--- src/rtl/bolt_pkg.sv ---
// rtl/bolt_pkg.sv - shared bolt constants, owner encoding and arbiter state type
package bolt_pkg;

  // Default slot count, shared with the objects mux
  localparam int BOLT_MAX_DEFAULT = 4;

  // Slot owner encoding
  localparam logic OWN_PLR = 1'b0;
  localparam logic OWN_INV = 1'b1;

  typedef enum logic {
    IDLE   = 1'b0,
    LAUNCH = 1'b1
  } state_t;

endpackage

--- src/rtl/bolt_slot_arbiter_if.sv ---
// rtl/bolt_slot_arbiter_if.sv - request/grant/slot-state bundle of the bolt slot arbiter
interface bolt_slot_arbiter_if #(
  parameter int BOLT_MAX = bolt_pkg::BOLT_MAX_DEFAULT,
  parameter int SW       = $clog2(BOLT_MAX)
) ();
  logic                startOfFrame;
  logic                plrFire;
  logic                invFire;
  logic [BOLT_MAX-1:0] boltDone;
  logic [BOLT_MAX-1:0] slotDrawReq;
  logic                plrAck;
  logic                invAck;
  logic [BOLT_MAX-1:0] launch;
  logic [SW-1:0]       grantSlot;
  logic [BOLT_MAX-1:0] slotActive;
  logic [BOLT_MAX-1:0] slotOwner;
  logic                btpReq;
  logic                btiReq;

  // Controller / bolt side: raises requests, consumes grants and slot state
  modport master (
    output startOfFrame, plrFire, invFire, boltDone, slotDrawReq,
    input  plrAck, invAck, launch, grantSlot, slotActive, slotOwner, btpReq, btiReq
  );

  // Arbiter side
  modport slave (
    input  startOfFrame, plrFire, invFire, boltDone, slotDrawReq,
    output plrAck, invAck, launch, grantSlot, slotActive, slotOwner, btpReq, btiReq
  );
endinterface

--- src/rtl/bolt_slot_arbiter_free_slot_finder.sv ---
// rtl/bolt_slot_arbiter_free_slot_finder.sv - lowest-index-zero priority encoder
module free_slot_finder #(
  parameter int N  = 4,
  parameter int IW = $clog2(N)
) (
  input  logic [N-1:0]  busy_i,
  output logic          found_o,
  output logic [IW-1:0] index_o
);

  // Scan from the top down so the lowest free index is the last one written
  always_comb begin
    found_o = 1'b0;
    index_o = '0;
    for (int i = N - 1; i >= 0; i--) begin
      if (!busy_i[i]) begin
        found_o = 1'b1;
        index_o = IW'(i);
      end
    end
  end

endmodule

--- src/rtl/bolt_slot_arbiter.sv ---
// rtl/bolt_slot_arbiter.sv - shares bolt slots between player and invader fire requests
module bolt_slot_arbiter
  import bolt_pkg::*;
#(
  parameter int BOLT_MAX        = BOLT_MAX_DEFAULT,
  parameter int PLR_MAX         = 1,
  parameter int INV_MAX         = 3,
  parameter int COOLDOWN_FRAMES = 8
) (
  input  logic               clk,
  input  logic               resetN,
  bolt_slot_arbiter_if.slave bus
);

  localparam int SW = $clog2(BOLT_MAX);
  localparam int CW = $clog2(COOLDOWN_FRAMES + 1);

  state_t              state_q, state_d;
  logic                grant_owner_q, grant_owner_d;
  logic [SW-1:0]       grant_slot_q, grant_slot_d;
  logic                last_owner_q, last_owner_d;
  logic [CW-1:0]       cool_q, cool_d;
  logic [BOLT_MAX-1:0] active_q, active_d;
  logic [BOLT_MAX-1:0] owner_q, owner_d;

  logic                free_found;
  logic [SW-1:0]       free_idx;
  int                  plr_count;
  int                  inv_count;
  logic                plr_elig;
  logic                inv_elig;
  logic                launching;

  free_slot_finder #(.N(BOLT_MAX), .IW(SW)) u_free (
    .busy_i  (active_q),
    .found_o (free_found),
    .index_o (free_idx)
  );

  // Per-owner occupancy is derived from the slot state, never stored
  always_comb begin
    plr_count = 0;
    inv_count = 0;
    for (int i = 0; i < BOLT_MAX; i++) begin
      if (active_q[i]) begin
        if (owner_q[i] == OWN_INV) inv_count = inv_count + 1;
        else                       plr_count = plr_count + 1;
      end
    end
  end

  assign plr_elig  = bus.plrFire && (plr_count < PLR_MAX) && free_found;
  assign inv_elig  = bus.invFire && (inv_count < INV_MAX) && (cool_q == '0) && free_found;
  assign launching = (state_q == LAUNCH);

  // FSM next state: pick a winner in IDLE, spend exactly one cycle in LAUNCH
  always_comb begin
    state_d       = state_q;
    grant_owner_d = grant_owner_q;
    grant_slot_d  = grant_slot_q;
    case (state_q)
      IDLE: begin
        if (plr_elig && (!inv_elig || last_owner_q == OWN_INV)) begin
          state_d       = LAUNCH;
          grant_owner_d = OWN_PLR;
          grant_slot_d  = free_idx;
        end else if (inv_elig) begin
          state_d       = LAUNCH;
          grant_owner_d = OWN_INV;
          grant_slot_d  = free_idx;
        end
      end
      LAUNCH:  state_d = IDLE;
      default: state_d = IDLE;
    endcase
  end

  // Slot, fairness and cooldown next state; a launch outranks a release or a decrement
  always_comb begin
    active_d     = active_q & ~bus.boltDone;
    owner_d      = owner_q;
    last_owner_d = last_owner_q;
    cool_d       = cool_q;
    if (bus.startOfFrame && cool_q != '0) cool_d = cool_q - CW'(1);
    if (launching) begin
      active_d[grant_slot_q] = 1'b1;
      owner_d[grant_slot_q]  = grant_owner_q;
      last_owner_d           = grant_owner_q;
      if (grant_owner_q == OWN_INV) cool_d = CW'(COOLDOWN_FRAMES);
    end
  end

  // State registers; reset in LAUNCH drops the pending grant
  always_ff @(posedge clk or negedge resetN) begin
    if (!resetN) begin
      state_q       <= IDLE;
      grant_owner_q <= OWN_PLR;
      grant_slot_q  <= '0;
      last_owner_q  <= OWN_INV;
      cool_q        <= '0;
      active_q      <= '0;
      owner_q       <= '0;
    end else begin
      state_q       <= state_d;
      grant_owner_q <= grant_owner_d;
      grant_slot_q  <= grant_slot_d;
      last_owner_q  <= last_owner_d;
      cool_q        <= cool_d;
      active_q      <= active_d;
      owner_q       <= owner_d;
    end
  end

  // Grant outputs decode straight from registers, so they are glitch-free and one cycle long
  always_comb begin
    bus.plrAck    = launching && (grant_owner_q == OWN_PLR);
    bus.invAck    = launching && (grant_owner_q == OWN_INV);
    bus.launch    = launching ? (BOLT_MAX'(1) << grant_slot_q) : '0;
    bus.grantSlot = launching ? grant_slot_q : '0;
  end

  // Draw request fold adds no pipeline stage ahead of the objects mux
  always_comb begin
    bus.slotActive = active_q;
    bus.slotOwner  = owner_q;
    bus.btpReq     = |(active_q & ~owner_q & bus.slotDrawReq);
    bus.btiReq     = |(active_q &  owner_q & bus.slotDrawReq);
  end

endmodule

--- src/flat_wrapper.sv ---
// flat-port wrapper written by rule: the top's interface ports become plain ports
module bolt_slot_arbiter_flat import bolt_pkg::*;
#(
  parameter int BOLT_MAX        = BOLT_MAX_DEFAULT,
  parameter int PLR_MAX         = 1,
  parameter int INV_MAX         = 3,
  parameter int COOLDOWN_FRAMES = 8
)
  (clk, resetN, bus_startOfFrame, bus_plrFire, bus_invFire, bus_boltDone, bus_slotDrawReq, bus_plrAck, bus_invAck, bus_launch, bus_grantSlot, bus_slotActive, bus_slotOwner, bus_btpReq, bus_btiReq);
  bolt_slot_arbiter_if #(.BOLT_MAX(BOLT_MAX)) bus_i ();
  input  logic clk;
  input  logic resetN;
  input wire logic [$bits(bus_i.startOfFrame)-1:0] bus_startOfFrame;
  input wire logic [$bits(bus_i.plrFire)-1:0] bus_plrFire;
  input wire logic [$bits(bus_i.invFire)-1:0] bus_invFire;
  input wire logic [$bits(bus_i.boltDone)-1:0] bus_boltDone;
  input wire logic [$bits(bus_i.slotDrawReq)-1:0] bus_slotDrawReq;
  output wire logic [$bits(bus_i.plrAck)-1:0] bus_plrAck;
  output wire logic [$bits(bus_i.invAck)-1:0] bus_invAck;
  output wire logic [$bits(bus_i.launch)-1:0] bus_launch;
  output wire logic [$bits(bus_i.grantSlot)-1:0] bus_grantSlot;
  output wire logic [$bits(bus_i.slotActive)-1:0] bus_slotActive;
  output wire logic [$bits(bus_i.slotOwner)-1:0] bus_slotOwner;
  output wire logic [$bits(bus_i.btpReq)-1:0] bus_btpReq;
  output wire logic [$bits(bus_i.btiReq)-1:0] bus_btiReq;
  assign bus_i.startOfFrame = bus_startOfFrame;
  assign bus_i.plrFire = bus_plrFire;
  assign bus_i.invFire = bus_invFire;
  assign bus_i.boltDone = bus_boltDone;
  assign bus_i.slotDrawReq = bus_slotDrawReq;
  assign bus_plrAck = bus_i.plrAck;
  assign bus_invAck = bus_i.invAck;
  assign bus_launch = bus_i.launch;
  assign bus_grantSlot = bus_i.grantSlot;
  assign bus_slotActive = bus_i.slotActive;
  assign bus_slotOwner = bus_i.slotOwner;
  assign bus_btpReq = bus_i.btpReq;
  assign bus_btiReq = bus_i.btiReq;
  bolt_slot_arbiter #(.BOLT_MAX(BOLT_MAX), .PLR_MAX(PLR_MAX), .INV_MAX(INV_MAX), .COOLDOWN_FRAMES(COOLDOWN_FRAMES)) u_core (.clk(clk), .resetN(resetN), .bus(bus_i));
endmodule
--- config.mk ---
export PLATFORM = sky130hd
export DESIGN_NAME = bolt_slot_arbiter_flat
export DESIGN_NICKNAME = d
export VERILOG_FILES = /design/src/rtl/bolt_pkg.sv /design/src/rtl/bolt_slot_arbiter_if.sv /design/src/rtl/bolt_slot_arbiter_free_slot_finder.sv /design/src/rtl/bolt_slot_arbiter.sv /design/src/flat_wrapper.sv
export SDC_FILE = /design/constraint.sdc
export NUM_CORES = 1
export LEC_CHECK = 0
export CORE_AREA = 2 2 53 55
export DETAILED_ROUTE_END_ITERATION = 7
export DIE_AREA = 0 0 55 57
export PLACE_DENSITY = 0.81
export SYNTH_ARGS = -nofsm -noshare
export SYNTH_HDL_FRONTEND = slang
export SYNTH_SLANG_ARGS = --single-unit
--- constraint.sdc ---
create_clock -name clk -period 3.9 [get_ports clk]
set_input_delay 0.585 -clock clk [delete_from_list [all_inputs] [get_ports clk]]
set_output_delay 0.585 -clock clk [all_outputs]
set_load 0.005 [all_outputs]
# Yosys cells after proc, flatten, opt, wreduce, memory -nomap -nowiden
# Index checks and enable logic that the tools add are counted.
[word_totals] ff_bits=17 out_inout_bits=18 in_bits=13 word_cells=87
[op_classes] n_mux=40 magnitude_cmp=4 reduce_logical=18 addsub=7 shifts=1 n_bitwise=10
[op_table] cell="32-bit 2-to-1 mux" count=12
[op_table] cell="32-bit by 2-bit adder with 32-bit output, second input constant" count=6
[op_table] cell="32-bit by 2-bit less-than comparator with 1-bit output, second input constant" count=1
[op_table] cell="32-bit by 3-bit less-than comparator with 1-bit output, second input constant" count=1
[op_table] cell="4-bit AND" count=5
[op_table] cell="4-bit 2-to-1 mux" count=5
[op_table] cell="2-bit 2-to-1 mux" count=7
[op_table] cell="1-bit 2-to-1 mux" count=13
[op_table] cell="1-bit logical AND" count=10
[op_table] cell="4-bit inverter" count=2
[op_table] cell="4-bit OR reduction" count=2
[op_table] cell="4-bit bitwise mux" count=1
[op_table] cell="4-bit logical NOT" count=1
[op_table] cell="4-bit bitwise OR" count=1
[op_table] cell="4-bit nonzero test" count=1
[op_table] cell="1-bit by 2-bit left shift with 4-bit output, first input constant" count=1
[op_table] cell="4-bit by 1-bit subtractor with 4-bit output, second input constant" count=1
[op_table] cell="2-bit by 3-bit less-than comparator with 1-bit output, second input constant" count=1
[op_table] cell="1-bit demux with 2-bit select" count=1
[op_table] cell="2-bit by 1-bit >= comparator with 1-bit output, second input constant" count=1
[op_table] cell="1-bit inverter" count=2
[op_table] cell="1-bit case mux with 2 select lines" count=1
[op_table] cell="2-bit AND reduction" count=1
[op_table] cell="2-bit nonzero test" count=1
[op_table] cell="2 further kinds" count=2

# Depth between registers and ports, before layout
# Gate-level depths: netlist of the first run.
[logic_depth] depth_word=20 ltp_mapped=14 depth_no_buf=14

# By module
# A second synthesis of the first run with hierarchy kept.
[hier_totals] cells_unflattened=139 area_unflattened_um2=1237.4
[by_module_without_submodules] mod="bolt_slot_arbiter" seq_area_each_um2=426.7 area_per_inst_um2=1208.7 instances=1 cells_per_inst=134
[by_module_without_submodules] mod="free_slot_finder" seq_area_each_um2=0.0 area_per_inst_um2=28.8 instances=1 cells_per_inst=5

# Worst setup path after synthesis of the first run
# OpenSTA, ideal clock, no wires.
[synth_path] path_kind="flip-flop to flip-flop" from="reg u_core.owner_q[0], in the netlist u_core.bus.slotOwner[0]" to="reg u_core.grant_slot_q[1]" arrival_time_ps=2713 required_ps=3775 period_less_slack_ps=2838 path_buffers=0 setup_slack_ps=1062 setup_ps=125 path_stages_with_launch=15 path_cell_list="dfrtp_1 and2_1 ha_1 mux2i_1 inv_1 ha_1 nand3_1 nand2_1 ha_1 nand3_1 xor2_1 nor3_1 o211ai_1 o21a_1 mux2_4"
[synth_between] elab_chain_cells=20 word_cells_on_any_way=35 classes_between="6 x add/sub; 2 x order compare; 17 x mux; 10 x reduce/logical"
[synth_lines] element="start: declaration" line="bolt_slot_arbiter.sv:24" rtl="logic [BOLT_MAX-1:0] owner_q, owner_d;"
[synth_lines] element="start signal: assignment" line="bolt_slot_arbiter.sv:110" rtl="owner_q <= owner_d;"
[synth_lines] element="1-bit 2-to-1 mux" line="bolt_slot_arbiter.sv:46" rtl="if (owner_q[i] == OWN_INV) inv_count = inv_count + 1;"
[synth_lines] element="1-bit 2-to-1 mux" line="bolt_slot_arbiter.sv:45" rtl="if (active_q[i]) begin"
[synth_lines] element="32-bit by 2-bit adder with 32-bit output" line="bolt_slot_arbiter.sv:46"
[synth_lines] element="32-bit 2-to-1 mux" line="bolt_slot_arbiter.sv:46"
[synth_lines] element="32-bit 2-to-1 mux" line="bolt_slot_arbiter.sv:45"
[synth_lines] element="32-bit by 2-bit adder with 32-bit output" line="bolt_slot_arbiter.sv:46"
[synth_lines] element="32-bit 2-to-1 mux" line="bolt_slot_arbiter.sv:46"
[synth_lines] element="32-bit 2-to-1 mux" line="bolt_slot_arbiter.sv:45"
[synth_lines] element="[... 2 more ...]"
[synth_lines] element="32-bit 2-to-1 mux" line="bolt_slot_arbiter.sv:45"
[synth_lines] element="32-bit by 3-bit less-than comparator with 1-bit output" line="bolt_slot_arbiter.sv:53" rtl="assign inv_elig = bus.invFire && (inv_count < INV_MAX) && (cool_q == '0) && free_found;"
[synth_lines] element="1-bit logical AND (3 in series)" line="bolt_slot_arbiter.sv:53"
[synth_lines] element="1-bit logical NOT" line="bolt_slot_arbiter.sv:63" rtl="if (plr_elig && (!inv_elig || last_owner_q == OWN_INV)) begin"
[synth_lines] element="1-bit logical OR" line="bolt_slot_arbiter.sv:63"
[synth_lines] element="1-bit logical AND" line="bolt_slot_arbiter.sv:63"
[synth_lines] element="2-bit nonzero test (no line)"
[synth_lines] element="2-bit AND reduction (no line)"
[synth_lines] element="end signal: assignment" line="bolt_slot_arbiter.sv:106" rtl="grant_slot_q <= grant_slot_d;"
[synth_lines] element="end: declaration" line="bolt_slot_arbiter.sv:20" rtl="logic [SW-1:0] grant_slot_q, grant_slot_d;"
# Parallel ways exist; a longest one is shown, timed or not.
# A chain may end at the register's enable or synchronous reset.

# Worst setup path in the final report of the first run
[layout_path] from="reg u_core.active_q[0], in the netlist u_core.bus.slotActive[0]" to="reg u_core.grant_slot_q[1]"
[layout_between] elab_chain_cells=19 word_cells_on_any_way=36 classes_between="6 x add/sub; 2 x order compare; 18 x mux; 10 x reduce/logical"
[layout_lines] element="start: declaration" line="bolt_slot_arbiter.sv:23" rtl="logic [BOLT_MAX-1:0] active_q, active_d;"
[layout_lines] element="start signal: assignment" line="bolt_slot_arbiter.sv:109" rtl="active_q <= active_d;"
[layout_lines] element="1-bit 2-to-1 mux" line="bolt_slot_arbiter.sv:45"
[layout_lines] element="32-bit by 2-bit adder with 32-bit output" line="bolt_slot_arbiter.sv:46"
[layout_lines] element="32-bit 2-to-1 mux" line="bolt_slot_arbiter.sv:46"
[layout_lines] element="32-bit 2-to-1 mux" line="bolt_slot_arbiter.sv:45"
[layout_lines] element="32-bit by 2-bit adder with 32-bit output" line="bolt_slot_arbiter.sv:46"
[layout_lines] element="32-bit 2-to-1 mux" line="bolt_slot_arbiter.sv:46"
[layout_lines] element="32-bit 2-to-1 mux" line="bolt_slot_arbiter.sv:45"
[layout_lines] element="32-bit by 2-bit adder with 32-bit output" line="bolt_slot_arbiter.sv:46"
[layout_lines] element="32-bit 2-to-1 mux" line="bolt_slot_arbiter.sv:46"
[layout_lines] element="32-bit 2-to-1 mux" line="bolt_slot_arbiter.sv:45"
[layout_lines] element="32-bit by 3-bit less-than comparator with 1-bit output" line="bolt_slot_arbiter.sv:53"
[layout_lines] element="1-bit logical AND (3 in series)" line="bolt_slot_arbiter.sv:53"
[layout_lines] element="1-bit logical NOT" line="bolt_slot_arbiter.sv:63"
[layout_lines] element="1-bit logical OR" line="bolt_slot_arbiter.sv:63"
[layout_lines] element="1-bit logical AND" line="bolt_slot_arbiter.sv:63"
[layout_lines] element="2-bit nonzero test (no line)"
[layout_lines] element="2-bit AND reduction (no line)"
# Parallel ways exist; a longest one is shown, timed or not. The select of a mux whose other input is x is not followed.

==> out/qor.yml, run 1 <==
drv_cap: 0
gr-total-overflow: 0
yosysTopAreaCellShare: 0.3412
grt_use_total: 0.1909
endpoint_kind: "flop"
p_leak_nw: 0.7082
synthToLayoutAreaGrowth_pct: 29.96
r2r-end: "u_core.grant_slot_q[1]"
power_mw: 0.8900
met1_length_um: 1255
setup_viol: 0
synth.area.top_cells: "dfrtp_1 (34%), ha_1 (7.5%), nand2_1 (6.4%)"
critical_path_depth: 12
synth_edf_count: 0
cts.sinks: 17
numCtsBuffers: 3
min_period_ns: 3.158
cts_buffer_depth: 2
stdcell_area_sq_um: 1525
netlist_area_sq_um: 1174
peakVddDrop_uv: 410.5
ant_nets: 0
dieArea_sq_um: 3135
rsz0062_at_grt: "false"
core_area_sq_um: 2615
die_w_um: 55
hp-class: "flop to flop"
num_vias: 1094
worstPathArrival_ns: 3.33
rrSetupSlack_ns: 0.74
nNetsFinal: 189
yosys.area.top_type: "dfrtp_1"
die_h_um: 57
finalCritPeriodShare: 0.8098
io_buffers: 30
wire_per_inst_um: 13.84
crit_start: "u_core.bus.slotActive[0]"
dr_wl_met3_um: 146
required_ns: 4.08
slowest_delay_ns: 0.47
cts.hold.buffers_added: 0
finalHoldViolCount: 0
rows: 19
wl_met2_um: 1335
dpl_cell_area_sq_um: 1499
cp_common_cell: "nand2_1"
drtPass1Iterations: 4
top_layer_used: "met4"
synth_nets: 157
drc: 0
vias_per_cell: 5.497
crit-reg2reg-launch: "u_core.bus.slotActive[0]"
worst_slew_pin_slew_ns: 0.7529
grt_max_degree: 18
avgSynthCellArea_sq_um: 8.567
power_density_nw_per_um2: 583.5
synth_cells: 137
crit_fanout: 9
antenna_found_initial: 0
post-cts-setup-buffers: 0
drtIter0Drc: 41
synth.most_common_cell: "nand2_1"
fmax_ghz: 0.3166
synth_seq_cells: 17
grt_pass1_wl_um: 4478
hpwlAfterDp_um: 2118
pin_count: 31
cts_resized: 0
diodes: 0
h-tree-depth: 1
worstPathCellList: "nor2b_1 -> ha_1 -> nand2_1 -> nand2_1 -> ha_1 -> nand2_1 -> nand2_1 -> ha_1 -> o31ai_1 -> o2111ai_2 -> o21a_1 -> mux2_4"
cp_top_family: "adder cells"
tns_ns: 0
seq_area_frac_synth: 0.3635
cp-start-kind: "flop"
skew_ns: 0.003842
slew_headroom: 0.4965
grt_pass1_vias: 1031
ys.flop_type: "dfrtp_1"
reg2reg_depth: 12
place_congestion: 0.8307
clkSlewWorstSetupHoldPaths_ns: 0.09
cts-root-buf: "clkbuf_4"
async_flop_share: 1.000
synth_warnings: 0
clk_latency_ns: 0.28
drt-total-wl_um: 2755
slew_violations: 0
yosys.cell_types.count: 40
cp_num_buf_inv: 0
worst-setup-path-type: "flop to flop"
endpoint: "u_core.grant_slot_q[1]"
critPathSlowestCell: "dfrtp_1"
cts_tree: "done"
synth.cells.most_frequent: "nand2_1 (20), dfrtp_1 (16), inv_1 (13), nand3_1 (9), nor2_1 (9)"
drive_gt1_frac: 0.06548
run_status: "complete, no violations"
initial_core_util: 0.4488
[where the power goes]
part / switching, mW / leakage, nW / internal [mW]
Sequential: 0.0983 / 0.220 / 0.246
Combinational: 0.209 / 0.473 / 0.245
Clock: 0.0527 / 0.0150 / 0.0397
[worst min-delay path by stage]
stage                             start                        to  slack (ns)  cells past startpoint
detailed placement  u_core.last_owner_q       u_core.last_owner_q        0.47                      2
CTS                 u_core.last_owner_q       u_core.last_owner_q        0.49                      2
global route        u_core.last_owner_q       u_core.last_owner_q        0.52                      2
global placement    u_core.last_owner_q       u_core.last_owner_q        0.46                      2
finish              u_core.last_owner_q       u_core.last_owner_q        0.49                      2
floorplan                        resetN  u_core.bus.slotActive[0]        0.29                      0
[flip-flops by register name (all words and copies together), names as in the netlist]
name	count
u_core.cool_q	4
u_core.bus.slotOwner	4
u_core.last_owner_q	1
u_core.launching	1
u_core.bus.slotActive	4
u_core.grant_slot_q	2
u_core.grant_owner_q	1
[final cells by class]
type                            count  area [sq um]
Inverter                           13         48.80
Sequential cell                    17         426.7
Fill cell                         245          1090
Timing Repair Buffer               30         300.3
Clock buffer                        4         26.28
Multi-Input combinational cell    104         684.4
Tap cell                           31         38.79
[per-layer routing]
metal	track usage	vias up
met5	0	-
met4	0.05575	0
met3	0.02618	2
met2	0.2993	38
met1	0.2735	517
li1	-	537
[kinds of logic (layout without fill, tap and decap cells)]
kind of cell / count (synthesis) / in the layout / synth area share
AND/OR/NAND/NOR: 61 / 61 / 0.2633
multiplexers: 7 / 7 / 0.06929
adder cells (fa/ha/maj): 7 / 7 / 0.07462
AO/OA/AOI/OAI: 25 / 25 / 0.1461
XOR/XNOR: 4 / 4 / 0.02986
flip-flops: 17 / 17 / 0.3635
buffers and inverters: 16 / 47 / 0.05330
[per-stage QoR]
stage / utilization / hold WS [ns] / std cells / worst slack (ns)
5_1_grt: 0.5833 / 0.5200 / 199 / 0.5811
2_1_floorplan: - / 0.2894 / 137 / 1.062
6_report: 0.5833 / 0.4937 / 199 / 0.7417
3_3_place_gp: 0.5732 / 0.4647 / 195 / 0.9627
4_1_cts: 0.5833 / 0.4940 / 199 / 0.8137
3_5_place_dp: 0.5732 / 0.4748 / 195 / 0.8292
[worst reg2reg max path, cell delays in order, from the launching register on]
cell and delay [ns]:
dfrtp_1 0.47, nor2b_1 0.21, ha_1 0.27, nand2_1 0.13
nand2_1 0.10, ha_1 0.31, nand2_1 0.08, nand2_1 0.06
ha_1 0.29, o31ai_1 0.35, o2111ai_2 0.23, o21a_1 0.25
mux2_4 0.30
[layout by cell type, fill, tap and decap left out, types with 2 or more instances in the layout]
master	Yosys	routed
a21o_1	2	2
a21oi_1	5	5
and2_1	5	5
clkbuf_4	0	3
clkdlybuf4s50_1	0	30
dfrtp_1	16	16
ha_1	7	7
inv_1	13	13
mux2_2	4	4
nand2_1	20	20
nand2b_1	2	2
nand3_1	9	9
nand3b_1	2	2
nor2_1	9	9
nor2b_1	2	2
nor3_1	3	3
nor3b_1	2	2
nor4_1	2	2
o211ai_1	2	2
o21ai_0	6	6
o21bai_1	2	2
xnor2_1	2	2
xor2_1	2	2
(Power assumes the default switching activity.)
==> run 2, diff against run 1 <==
==> constraint.sdc (replaced) <==
create_clock -name clk -period 3.2 [get_ports clk]
set_input_delay 0.48 -clock clk [delete_from_list [all_inputs] [get_ports clk]]
set_output_delay 0.48 -clock clk [all_outputs]
set_load 0.005 [all_outputs]
==> run 2 against run 1 <==
  * Register-to-register slack got worse by 0.69 ns
  * Global-route usage increased by 0.47 points
  * Maximum frequency increased by 0.29%
  * Worst setup slack got worse by 0.69 ns
  * Critical path depth unchanged
  * Via count increased by 0.64%
  * Clock power increased by 24%
  * Die area unchanged
  * Routed wire length increased by 4.1%
  * Combinational power increased by 28%
==> out/qor.yml, run 2 (synthesis results as in run 1) <==
synthToLayoutAreaGrowth_pct: 31.77
rows: 19  # unchanged
hold_path_depth: 2  # unchanged
grt_max_degree: 18  # unchanged
final_common_cell: "clkdlybuf4s50_1"
pin_count: 31  # unchanged
multiInputGateArea_sq_um: 696.9  # +1.8%
drtIter0Drc: 46  # +12%
initial_core_util: 0.4488  # unchanged
cp_num_buf_inv: 0  # unchanged
holdPathEnd: "u_core.last_owner_q"
place_congestion: 0.8307  # unchanged
stdcell_area_sq_um: 1546  # +1.4%
worstPathCellList: "nor2b_1 -> ha_1 -> nand2_1 -> nand2_1 -> ha_1 -> nand2_1 -> nand2_1 -> ha_1 -> o31ai_1 -> o2111ai_2 -> o21a_1 -> mux2_4"
drc: 0  # unchanged
rsz0062_at_grt: "false"
crit_start: "u_core.bus.slotActive[0]"
critical_path_depth: 12  # unchanged
grt_pass1_wl_um: 4464  # -0.31%
crit-reg2reg-launch: "u_core.bus.slotActive[0]"
finalHoldViolCount: 0  # unchanged
worstPathArrival_ns: 3.33  # about the same
hp-class: "flop to flop"
cts_buffer_depth: 2  # unchanged
crit_fanout: 9  # unchanged
dpl_cell_area_sq_um: 1499  # unchanged
vias_per_cell: 5.505  # +0.14%
tns_ns: 0  # unchanged
num_vias: 1101  # +0.64%
drtPass1Iterations: 4  # unchanged
cts.hold.buffers_added: 0  # unchanged
drt-total-wl_um: 2869  # +4.1%
slew_headroom: 0.5004  # +0.003896
worst-setup-path-type: "flop to flop"
gr-total-overflow: 0  # unchanged
cts.sinks: 17  # unchanged
die_w_um: 55  # unchanged
ant_nets: 0  # unchanged
skew_ns: 0.007212  # +0.003370 ns
slowest_delay_ns: 0.46  # about the same
seqCellArea_sq_um: 427.9  # +0.29%
required_ns: 3.38  # -0.70 ns
power_density_nw_per_um2: 722.9  # +24%
dieArea_sq_um: 3135  # unchanged
hold_start: "u_core.last_owner_q"
worst_slew_pin_slew_ns: 0.7471  # -0.005826 ns
cp-start-kind: "flop"
numCtsBuffers: 3  # unchanged
die_h_um: 57  # unchanged
rrSetupSlack_ns: 0.05  # -0.69 ns
drive_gt1_frac: 0.08284  # +0.01736
antenna_found_initial: 0  # unchanged
io_buffers: 30  # unchanged
wire_per_inst_um: 14.35  # +3.6%
clkSlewWorstSetupHoldPaths_ns: 0.09  # about the same
core_area_sq_um: 2615  # unchanged
peakVddDrop_uv: 559.5  # +36%
p_leak_nw: 0.7070  # -0.17%
cp_common_cell: "nand2_1"
min_period_ns: 3.149  # -0.009246 ns
setup_viol: 0  # unchanged
cp_top_family: "adder cells"
clk_latency_ns: 0.30  # +0.02 ns
final_cell_mix: "clkdlybuf4s50_1 (30), nand2_1 (20), dfrtp_1 (15)"
drv_cap: 0  # unchanged
hpwlAfterDp_um: 2144  # +1.2%
endpoint_kind: "flop"
run_status: "complete, no violations"
cts-root-buf: "clkbuf_4"
r2r-end: "u_core.grant_slot_q[1]"
h-tree-depth: 1  # unchanged
grt_use_total: 0.1957  # +0.004747
nFillCells: 243  # -0.82%
finalCritPeriodShare: 0.9841  # +0.1743
slew_violations: 0  # unchanged
reg2reg_depth: 12  # unchanged
cts_tree: "done"
nNetsFinal: 190  # +0.53%
diodes: 0  # unchanged
critPathSlowestCell: "dfrtp_2"
grt_pass1_vias: 1067  # +3.5%
fmax_ghz: 0.3176  # +0.29%
run 2: cell count changes in the layout (fill, tap and decap cells not counted), sizes merged:
cell | before | now
buf | 0 | 1
run 2: where the power goes:
group	switching, mW	internal (mW)
Clock	0.0668	0.0486
Combinational	0.270	0.311
Sequential	0.121	0.301
Total	0.458	0.660
run 2: cell type report:
class	count	area share
clock buffer	4	0.01699
inverter	13	0.03155
multi-input combinational	104	0.4506
sequential	17	0.2767
tap	31	0.02508
timing repair buffer	31	0.1990
run 2: timing repair:
action | CTS | global route
setup endpoints to repair | 0 | 2
resized for setup | 0 | 3
setup buffers | 0 | 1
run 2: worst max path at each step:
stage                                   to
finish              u_core.grant_slot_q[1]
global route        u_core.grant_slot_q[1]
CTS                 u_core.grant_slot_q[1]
detailed placement  u_core.grant_slot_q[1]
global placement    u_core.grant_slot_q[1]
floorplan           u_core.grant_slot_q[1]
run 2: metal layers:
metal,wire length (um),vias up,global-route usage
li1,-,543,-
met3,75,8,0.01571
met1,1340,525,0.2598
met4,46,0,0.08711
met2,1408,25,0.3197
met5,0,-,0
run 2: tightest hold or removal path, delay by kind of cell, from the launching register on:
family / cells / cell delay [ns]
flops: 1 / 0.38
compound gates: 1 / 0.07
buf+inv: 1 / 0.04
run 2: metrics by stage:
step,power [mW],std cells,worst slack [ns],utilization,hold WS [ns]
5_1_grt,1.205,200,0.01949,0.5914,0.5074
2_1_floorplan,0.7401,137,0.3615,-,0.1844
3_5_place_dp,0.9758,195,0.1250,0.5732,0.4659
4_1_cts,1.096,199,0.1112,0.5833,0.4828
6_report,1.118,200,0.05099,0.5914,0.4863
3_3_place_gp,0.9456,195,0.2627,0.5732,0.4647
==> run 3, diff against run 2 <==
--- a/config.mk
+++ b/config.mk
@@ -5,10 +5,10 @@
 export SDC_FILE = /design/constraint.sdc
 export NUM_CORES = 1
 export LEC_CHECK = 0
-export CORE_AREA = 2 2 53 55
+export CORE_AREA = 2 2 56 58
 export DETAILED_ROUTE_END_ITERATION = 7
-export DIE_AREA = 0 0 55 57
-export PLACE_DENSITY = 0.81
+export DIE_AREA = 0 0 58 60
+export PLACE_DENSITY = 0.77
 export SYNTH_ARGS = -nofsm -noshare
 export SYNTH_HDL_FRONTEND = slang
 export SYNTH_SLANG_ARGS = --single-unit
==> constraint.sdc (replaced) <==
create_clock -name clk -period 2.7 [get_ports clk]
set_input_delay 0.405 -clock clk [delete_from_list [all_inputs] [get_ports clk]]
set_output_delay 0.405 -clock clk [all_outputs]
set_load 0.005 [all_outputs]
==> run 3 against run 2 <==
  * The run now ends with setup timing left
  * Sequential cell count did not move
  * Cell area rose by 17%
  * Combinational power rose by 83%
  * Sequential power rose by 12%
  * Global-route usage rose by 0.65 points
  * Worst setup slack got worse by 0.059 ns
  * Power rose by 49%
  * Utilization rose by 3.2 points
  * Clock skew fell by 0.0061 ns
  * Die area rose by 11%
  * Critical endpoint unchanged
==> out/qor.yml, run 3 (synthesis results as in run 1) <==
final_common_cell: "clkdlybuf4s50_1"
skew_ns: 0.001104  # -0.006108 ns
worstPathArrival_ns: 2.89  # -0.44 ns
grt_use_total: 0.2022  # +0.006526
drt-total-wl_um: 3226  # +12%
drtIter0Drc: 43  # -6.5%
rows: 20  # +1
io_buffers: 30  # unchanged
crit_fanout: 4  # -5
vias_per_cell: 5.321  # -3.3%
clk_latency_ns: 0.29  # about the same
slew_violations: 0  # unchanged
whs_ns: 0.4738  # -0.01252 ns
endpoint_kind: "flop"
tns_ns: -0.007826  # -0.007826 ns
power_mw: 1.665  # +49%
drtPass1Iterations: 4  # unchanged
place_ws_ns: -0.1663  # -0.2914 ns
power_density_nw_per_um2: 920.2  # +27%
fmax_ghz: 0.3693  # +16%
dpl_cell_area_sq_um: 1649  # +10%
run_status: "finished, violations left"
pin_count: 31  # unchanged
worst-setup-path-type: "flop to flop"
cts.sinks: 17  # unchanged
cts.hold.buffers_added: 0  # unchanged
worst_slew_pin_slew_ns: 0.7465  # -0.0005798 ns
die_w_um: 58  # +5.5%
dp_cells: 211  # +8.2%
initial_core_util: 0.4043  # -0.04449
nNetsFinal: 206  # +8.4%
stdcell_area_sq_um: 1809  # +17%
violations: "setup timing"
rsz0062_at_grt: "true"
cts_buffer_depth: 2  # unchanged
required_ns: 2.89  # -0.49 ns
ant_nets: 0  # unchanged
nFillCells: 256  # +5.3%
hpwlAfterDp_um: 2391  # +12%
synthToLayoutAreaGrowth_pct: 54.16
drv_cap: 0  # unchanged
finalCritPeriodShare: 1.003  # +0.01883
die_h_um: 60  # +5.3%
drive_gt1_frac: 0.2595  # +0.1766
cts-root-buf: "clkbuf_4"
slew_headroom: 0.5008  # about the same
gr-total-overflow: 0  # unchanged
core_area_sq_um: 2903  # +11%
fin_ws_ns: -0.007826  # -0.05882 ns
wire_per_inst_um: 14.80  # +3.2%
multiInputGateArea_sq_um: 832.0  # +19%
diodes: 0  # unchanged
seqCellArea_sq_um: 429.2  # +0.29%
cp-start-kind: "flop"
grt_pass1_vias: 1210  # +13%
antenna_found_initial: 0  # unchanged
min_period_ns: 2.708  # -0.4412 ns
finalHoldViolCount: 0  # unchanged
hp-class: "flop to flop"
grt_max_degree: 18  # unchanged
final_cells: 218  # +9.0%
num_vias: 1160  # +5.4%
final_cell_mix: "clkdlybuf4s50_1 (30), nand2_1 (17), buf_4 (16)"
dieArea_sq_um: 3480  # +11%
h-tree-depth: 1  # unchanged
setup_viol: 1  # +1
finish.utilization: 0.6233  # +0.03189
peakVddDrop_uv: 537.4  # -3.9%
drc: 0  # unchanged
grt_pass1_wl_um: 5388  # +21%
numCtsBuffers: 3  # unchanged
place_congestion: 0.8214  # -1.1%
clkSlewWorstSetupHoldPaths_ns: 0.09  # about the same
p_leak_nw: 0.8166  # +16%
cts_tree: "done"
-- run 3: cell types whose count changed in the layout (fill, tap and decap cells not counted), moves of 2 or more --
cell,previous run,this run
buf_4,1,16
ha_1,7,3
ha_4,0,3
nand2_1,20,17
nand2_4,0,2
nor3_1,3,1
-- run 3: path summary, 6_finish.rpt --
path                                         startpoint                      end  slack [ns]  cells past startpoint
worst max-delay path            u_core.bus.slotOwner[0]   u_core.grant_slot_q[1]      -0.008                     12
worst min-delay path                u_core.last_owner_q      u_core.last_owner_q        0.47                      2
worst max register to register  u_core.bus.slotOwner[0]   u_core.grant_slot_q[1]      -0.008                     12
worst min register to register      u_core.last_owner_q      u_core.last_owner_q        0.47                      2
max in group asynchronous                        resetN  u_core.bus.slotOwner[0]        1.64                      1
min in group asynchronous                        resetN     u_core.grant_owner_q        0.55                      1
-- run 3: routing by layer --
layer	global-route usage	vias to the layer above	wire length [um]
li1	-	579	-
met1	0.2436	553	1353
met2	0.3636	24	1725
met3	0.03030	4	95
met4	0.07641	0	52
met5	0	-	0
-- run 3: repair_timing --
item / in CTS / in global routing
cloned: 0 / 0
setup buffers: 2 / 1
setup endpoints to repair: 4 / 4
pin swaps: 7 / 4
gates resized for setup: 14 / 7
-- run 3: layout make-up --
class | instances | area share
clock buffer | 4 | 0.01452
inverter | 13 | 0.02697
multi-input combinational | 104 | 0.4599
sequential | 17 | 0.2372
tap | 33 | 0.02282
timing repair buffer | 47 | 0.2386
-- run 3: power by group --
group	internal (mW)	switching [mW]	leakage, nW
combinational	0.578	0.478	0.584
sequential	0.358	0.114	0.217
clock	0.0575	0.0789	0.0150
total	0.994	0.671	0.817
-- run 3: critical path, cell delays in order (launching register included) --
cell and delay (ns):
dfrtp_2 0.46, buf_6 0.13, or3b_4 0.40, buf_4 0.17, a21oi_4 0.16, nor2_1 0.07, ha_2 0.17, nand3b_1 0.10
a31oi_1 0.05, mux2_4 0.29, o2111ai_4 0.09, o21a_1 0.20, mux2_4 0.30
